==> config.mk <==
export PLATFORM = sky130hd
export DESIGN_NAME = key_press_ctrl
export DESIGN_NICKNAME = d
export VERILOG_FILES = /design/src/rtl/key_ctrl_pkg.sv /design/src/rtl/key_press_ctrl.sv
export SDC_FILE = /design/constraint.sdc
export NUM_CORES = 1
export LEC_CHECK = 0
export ABC_CLOCK_PERIOD_IN_PS = 2500
export CAP_MARGIN = 20
export CORE_MARGIN = 5
export CORE_UTILIZATION = 25
export CTS_CLUSTER_SIZE = 8
export DETAILED_ROUTE_END_ITERATION = 7
export PLACE_DENSITY = 0.46
export SYNTH_ARGS = -nofsm -noshare
export SYNTH_HDL_FRONTEND = slang
export SYNTH_SLANG_ARGS = --single-unit
export TNS_END_PERCENT = 50
==> constraint.sdc <==
create_clock -name Clk -period 2.5 [get_ports Clk]
set_input_delay 0.5 -clock Clk [delete_from_list [all_inputs] [get_ports Clk]]
set_output_delay 0.5 -clock Clk [all_outputs]
set_load 0.05 [all_outputs]
==> src/rtl/key_ctrl_pkg.sv <==
`default_nettype none
//------------------------------------------------------------------------------
// Module      : key_ctrl_pkg
// Description : Shared state encoding, default timing constants and helper
//               functions for the key press controller.
// Revision    : 1.0 - initial release
//------------------------------------------------------------------------------
package key_ctrl_pkg;

  // Press-classification FSM states
  typedef enum logic [1:0] {
    IDLE  = 2'd0,
    PRESS = 2'd1,
    HOLD  = 2'd2
  } fsm_state_t;

  // Default timing constants (cycles at 50 MHz)
  localparam int unsigned DEF_LONG_TIME   = 25_000_000;  // 0.5 s
  localparam int unsigned DEF_REPEAT_TIME = 5_000_000;   // 0.1 s

  // Default DDS tuning word range and step
  localparam logic [31:0] DEF_FWORD_INIT = 32'd85_899;
  localparam logic [31:0] DEF_FWORD_STEP = 32'd85_899;
  localparam logic [31:0] DEF_FWORD_MIN  = 32'd85_899;
  localparam logic [31:0] DEF_FWORD_MAX  = 32'd858_993_459;

  // Larger of two unsigned values; used to size the shared cycle counter
  function automatic int unsigned max_u(input int unsigned a, input int unsigned b);
    return (a > b) ? a : b;
  endfunction

  // Next tuning word after one step. Comparing against (hi - step) rather than
  // forming cur + step keeps the arithmetic inside 32 bits with no overflow.
  function automatic logic [31:0] fword_advance(
    input logic [31:0] cur,
    input logic [31:0] step,
    input logic [31:0] lo,
    input logic [31:0] hi
  );
    if (cur > (hi - step)) begin
      return lo;
    end
    return cur + step;
  endfunction

endpackage : key_ctrl_pkg
`default_nettype wire

==> src/rtl/key_press_ctrl.sv <==
`default_nettype none
//------------------------------------------------------------------------------
// Module      : key_press_ctrl
// Description : Classifies debounced key presses as short or long. A short
//               press advances the waveform select; a long press steps the
//               DDS frequency word once, then auto-repeats while held.
// Revision    : 1.0 - initial release
//------------------------------------------------------------------------------
module key_press_ctrl
  import key_ctrl_pkg::*;
#(
  parameter int unsigned LONG_TIME   = DEF_LONG_TIME,
  parameter int unsigned REPEAT_TIME = DEF_REPEAT_TIME,
  parameter logic [31:0] FWORD_INIT  = DEF_FWORD_INIT,
  parameter logic [31:0] FWORD_STEP  = DEF_FWORD_STEP,
  parameter logic [31:0] FWORD_MIN   = DEF_FWORD_MIN,
  parameter logic [31:0] FWORD_MAX   = DEF_FWORD_MAX
) (
  input  logic        Clk,
  input  logic        Reset_n,
  input  logic        key_flag,
  input  logic        key_state,
  output logic        short_pulse,
  output logic        step_pulse,
  output logic [1:0]  wave_sel,
  output logic [31:0] freq_word
);

  // One counter serves both the long-press and the repeat interval
  localparam int unsigned CNT_MAX = max_u(LONG_TIME, REPEAT_TIME);
  localparam int          CNT_W   = (CNT_MAX > 1) ? $clog2(CNT_MAX) : 1;

  localparam logic [CNT_W-1:0] LONG_LAST   = CNT_W'(LONG_TIME - 1);
  localparam logic [CNT_W-1:0] REPEAT_LAST = CNT_W'(REPEAT_TIME - 1);
  localparam logic [CNT_W-1:0] CNT_ONE     = CNT_W'(1);

  fsm_state_t       state;
  fsm_state_t       state_nxt;
  logic [CNT_W-1:0] cnt;
  logic [CNT_W-1:0] cnt_nxt;
  logic             short_nxt;
  logic             step_nxt;
  logic [1:0]       wave_nxt;
  logic [31:0]      fword_nxt;

  logic             press_evt;
  logic             release_evt;

  // Decode debouncer edges; key_state is only meaningful alongside key_flag
  assign press_evt   = key_flag & ~key_state;
  assign release_evt = key_flag &  key_state;

  // Next-state, counter and output-register decode
  always_comb begin
    state_nxt = state;
    cnt_nxt   = cnt;
    short_nxt = 1'b0;
    step_nxt  = 1'b0;
    wave_nxt  = wave_sel;
    fword_nxt = freq_word;

    case (state)
      IDLE: begin
        // Release edges seen while idle carry no meaning and are dropped
        if (press_evt) begin
          state_nxt = PRESS;
          cnt_nxt   = '0;
        end
      end

      PRESS: begin
        // A release on the terminal-count cycle still counts as short.
        // A repeated press edge is ignored: counting simply continues.
        if (release_evt) begin
          state_nxt = IDLE;
          cnt_nxt   = '0;
          short_nxt = 1'b1;
          wave_nxt  = wave_sel + 2'd1;
        end else if (cnt == LONG_LAST) begin
          state_nxt = HOLD;
          cnt_nxt   = '0;
          step_nxt  = 1'b1;
          fword_nxt = fword_advance(freq_word, FWORD_STEP, FWORD_MIN, FWORD_MAX);
        end else begin
          cnt_nxt = cnt + CNT_ONE;
        end
      end

      HOLD: begin
        // Release wins over a coincident repeat step
        if (release_evt) begin
          state_nxt = IDLE;
          cnt_nxt   = '0;
        end else if (cnt == REPEAT_LAST) begin
          cnt_nxt   = '0;
          step_nxt  = 1'b1;
          fword_nxt = fword_advance(freq_word, FWORD_STEP, FWORD_MIN, FWORD_MAX);
        end else begin
          cnt_nxt = cnt + CNT_ONE;
        end
      end

      default: begin
        state_nxt = IDLE;
        cnt_nxt   = '0;
      end
    endcase
  end

  // State, counter and registered outputs; reset aborts any press in progress
  always_ff @(posedge Clk or negedge Reset_n) begin
    if (!Reset_n) begin
      state       <= IDLE;
      cnt         <= '0;
      short_pulse <= 1'b0;
      step_pulse  <= 1'b0;
      wave_sel    <= 2'd0;
      freq_word   <= FWORD_INIT;
    end else begin
      state       <= state_nxt;
      cnt         <= cnt_nxt;
      short_pulse <= short_nxt;
      step_pulse  <= step_nxt;
      wave_sel    <= wave_nxt;
      freq_word   <= fword_nxt;
    end
  end

endmodule : key_press_ctrl
`default_nettype wire

==> key figures <==
Global route
  – Total GRT Usage: 0.120
  – Initial antenna violation count: 0
  – First-pass GRT wire length: 17000 um
  – Largest net degree at the start of global routing: 64
  – Congestion Overflow GR: 0
  – Vias in the first global route: 3339

Logic synthesis
  – Mapped Area: 3710 um^2
  – Largest family of logic cells by synthesized area: simple AND/OR/NAND/NOR gates
  – Compound-cell area share of the yosys netlist: 0.198
  – Asr flop ratio synth: 1.00
  – Synth Flop Type: dfrtp_1
  – Mapped Nets: 410
  – Cells after synthesis: 401
  – Post-synth EDFFs: 0
  – Yosys reg bits: 63
  – Adder-cell share of the synthesized area: 0.0169
  – Post-synthesis simple-gate area fraction: 0.263
  – Yosys cell types: 62
  – Yosys synthesis warning count: 0
  – Post-synthesis sequential area ratio: 0.429
  – Avg Cell Area, Syn: 9.24 um^2
  – Synth Area in XOR/XNOR: 0.0449
  – Multiplexer share of the synthesized area: 0.00878

Clock network
  – Postcts setup bufs: 0
  – CTS sink cnt: 63
  – H-tree depth: 3
  – Root Driver: clkbuf_16
  – Clock-pin slew on the worst setup and hold paths: 0.05 ns
  – CTS Buf Count: 9
  – Max clock buf depth: 2
  – Hold_buf cts: 0
  – Worst skew pair latency: 0.34 ns
  – CTS tree: built

STA
  – Unrepaired setup endpoints after global routing: no
  – Hold Slack: 0.175 ns
  – Fmax: 0.420 GHz
  – Endpoints failing hold: 0
  – Final worst path period need: 2.38 ns
  – Setup Skew: 0.00817 ns
  – Worst-Margin Slew: 0.515 ns
  – Final worst-path cycle share: 0.953
  – Final Max Slew Viols: 0
  – Crit path setup slack, layout: 0.118 ns
  – Slew Limit Headroom: 0.655
  – Final setup vio count: 0

Min path
  – Worst hold path type: in -> async

Route
  – Pre-antenna DRT Iters: 4
  – Wire per inst: 15.3 um
  – Post-Route WL: 10100 um
  – Via count: 3275
  – Initial DRC Count: 172
  – Via-to-Cell Ratio: 4.93
  – ANT nets after route: 0
  – DRC viols: 0

Setup path
  – Worst-path fanout max: 17
  – R2r setup slk: 0.12 ns
  – Worst Path Arrival: 2.66 ns
  – Worst r2r src: cnt[0]
  – CP required: 2.78 ns
  – Worst R2R End: freq_word[28]
  – Worst path bufs/invs: 1
  – Cell Chain, Critical Path: ha_1, and3_2, nand4_2, or4_1, buf_4, or4b_1, nand2_1
  – Slowest cell on the critical path: or4_1
  – Setup crit start kind: flop
  – CP top delay family: simple AND/OR/NAND/NOR gates
  – Crit. End Element: flop
  – CP peak stage delay: 0.56 ns
  – Crit path kind: reg -> reg
  – R2R depth: 7

Run
  – Max-Cap Viols: 0

Final layout
  – Most frequent cells in the layout: dfrtp_1 (53), nor2_1 (41), buf_4 (41), clkdlybuf4s50_1 (38), nand2_1 (28)
  – Layout Nets: 486
  – Layout cell share with drive strength beyond 1: 0.171
  – Leading cell type in the layout, fill and taps excluded: dfrtp_1
  – Area grow syn2layout: 32.1%
  – Antenna Cells: 0

Pwr
  – Total Power: 3010 uW
  – P per Cell Area: 614 nW/um^2
  – Leak Pwr: 0.00215 uW
  – VDD IR max: 0.000424 V

Floorplan
  – Die ar.: 17400 um^2
  – I/O pin total: 40
  – Core ar.: 14500 um^2
  – Row count: 44
  – Die extent in y: 132 um
  – Initial core utilization: 0.255
  – Die Width: 132 um

Outcome
  – Status: completed

Place
  – Placed wire-length estimate: 7260 um
  – GP Congestion: 0.807
  – Port Buffers: 39
  – Setup Slack @ Placement: -0.0433 ns
-- power breakdown --
part / total, uW / leakage, uW / internal, uW / switching (uW)
logic: 672 / 0.00119 / 262 / 410
registers: 1120 / 0.000826 / 1080 / 43.3
clock network: 1210 / 0.000132 / 760 / 454
total: 3010 / 0.00215 / 2100 / 907
-- per-stage QoR --
| stage | instances | TNS, ns | utilization | area, um^2 |
|---|---|---|---|---|
| 5_1_grt | 664 | 0 | 0.337 | 4890 |
| 2_1_floorplan | 401 | 0 | - | 3710 |
| 3_3_place_gp | 650 | -0.0424 | 0.317 | 4600 |
| 4_1_cts | 664 | 0 | 0.335 | 4870 |
| 3_5_place_dp | 650 | -0.0811 | 0.317 | 4600 |
| 6_report | 664 | 0 | 0.337 | 4890 |
-- sequential cells by signal, indices dropped and copies added, names as in the netlist --
register     flops
wave_sel         2
step_pulse       1
freq_word       32
cnt             25
state            2
short_pulse      1
-- cell families after synthesis --
kind of cell | count (synthesis)
muxes | 3
and+or+nand+nor | 172
AOI/OAI and AO/OA | 106
xor gates and xnor gates | 19
adders and majority gates | 5
DFF | 63
buffers and inverters | 33
-- synthesized netlist by cell type, types with 4 or more instances --
library cell	instances	area, um^2
and2_0	6	37.5
a22o_1	10	87.6
xor2_1	14	123
a21o_1	12	90.1
dfrtp_1	53	1330
a21oi_1	15	75.1
buf_2	8	40.0
o31ai_1	5	37.5
nor3_1	4	20.0
or3_1	6	37.5
nand2_1	28	105
and4_1	4	35.0
dfstp_2	10	263
nand2b_1	4	25.0
o22a_1	6	52.6
clkbuf_1	7	26.3
nor2_1	41	154
and3_1	18	113
inv_1	14	52.6
ha_1	5	62.6
xnor2_1	5	43.8
a2bb2oi_1	4	35.0
o21ai_0	19	95.1
a31oi_1	12	75.1
nand3_1	17	85.1
nand4_1	6	37.5
and2_1	10	62.6
nor2b_1	5	31.3
-- how the worst max path moves through the flow --
stage,endpoint,startpoint,slack [ns],cells after the start
CTS,freq_word[10],freq_word[16],0.04,7
global route,freq_word[28],cnt[0],0.009,7
finish,freq_word[28],cnt[0],0.12,7
global placement,freq_word[28],key_state,-0.03,6
floorplan,freq_word[28],freq_word[0],0.01,8
detailed placement,freq_word[27],key_state,-0.04,7
-- worst register-to-register path, delay by kind of cell, from the launching register on --
| family | cells | cell delay (ns) |
|---|---|---|
| adder cells (fa/ha/maj) | 1 | 0.19 |
| buffers and inverters | 1 | 0.23 |
| AND/OR/NAND/NOR | 5 | 1.52 |
| flip-flops | 1 | 0.39 |
-- area by class of cell --
| class | instances | area (um^2) |
|---|---|---|
| fillers | 1512 | 9640 |
| multi-input cells | 305 | 1990 |
| flip-flops and latches | 63 | 1590 |
| repair buffers | 84 | 764 |
| clock buffers | 12 | 236 |
| well taps | 184 | 230 |
| inverters | 14 | 52.6 |
| clock inverters | 2 | 35.0 |
-- what timing repair did --
action	CTS	global route
hold endpoints to repair	0	0
setup endpoints to repair	0	23
resized for setup	0	5
-- routing by layer --
layer	wire [um]	part of all wire	GRT usage	vias to the layer above
met1	4660	0.46	0.145	1585
met3	384	0.038	0.0359	19
met5	0	0	0	-
met4	178	0.018	0.0480	0
li1	-	-	-	1620
met2	4920	0.49	0.201	51
(Power assumes the default switching activity.)
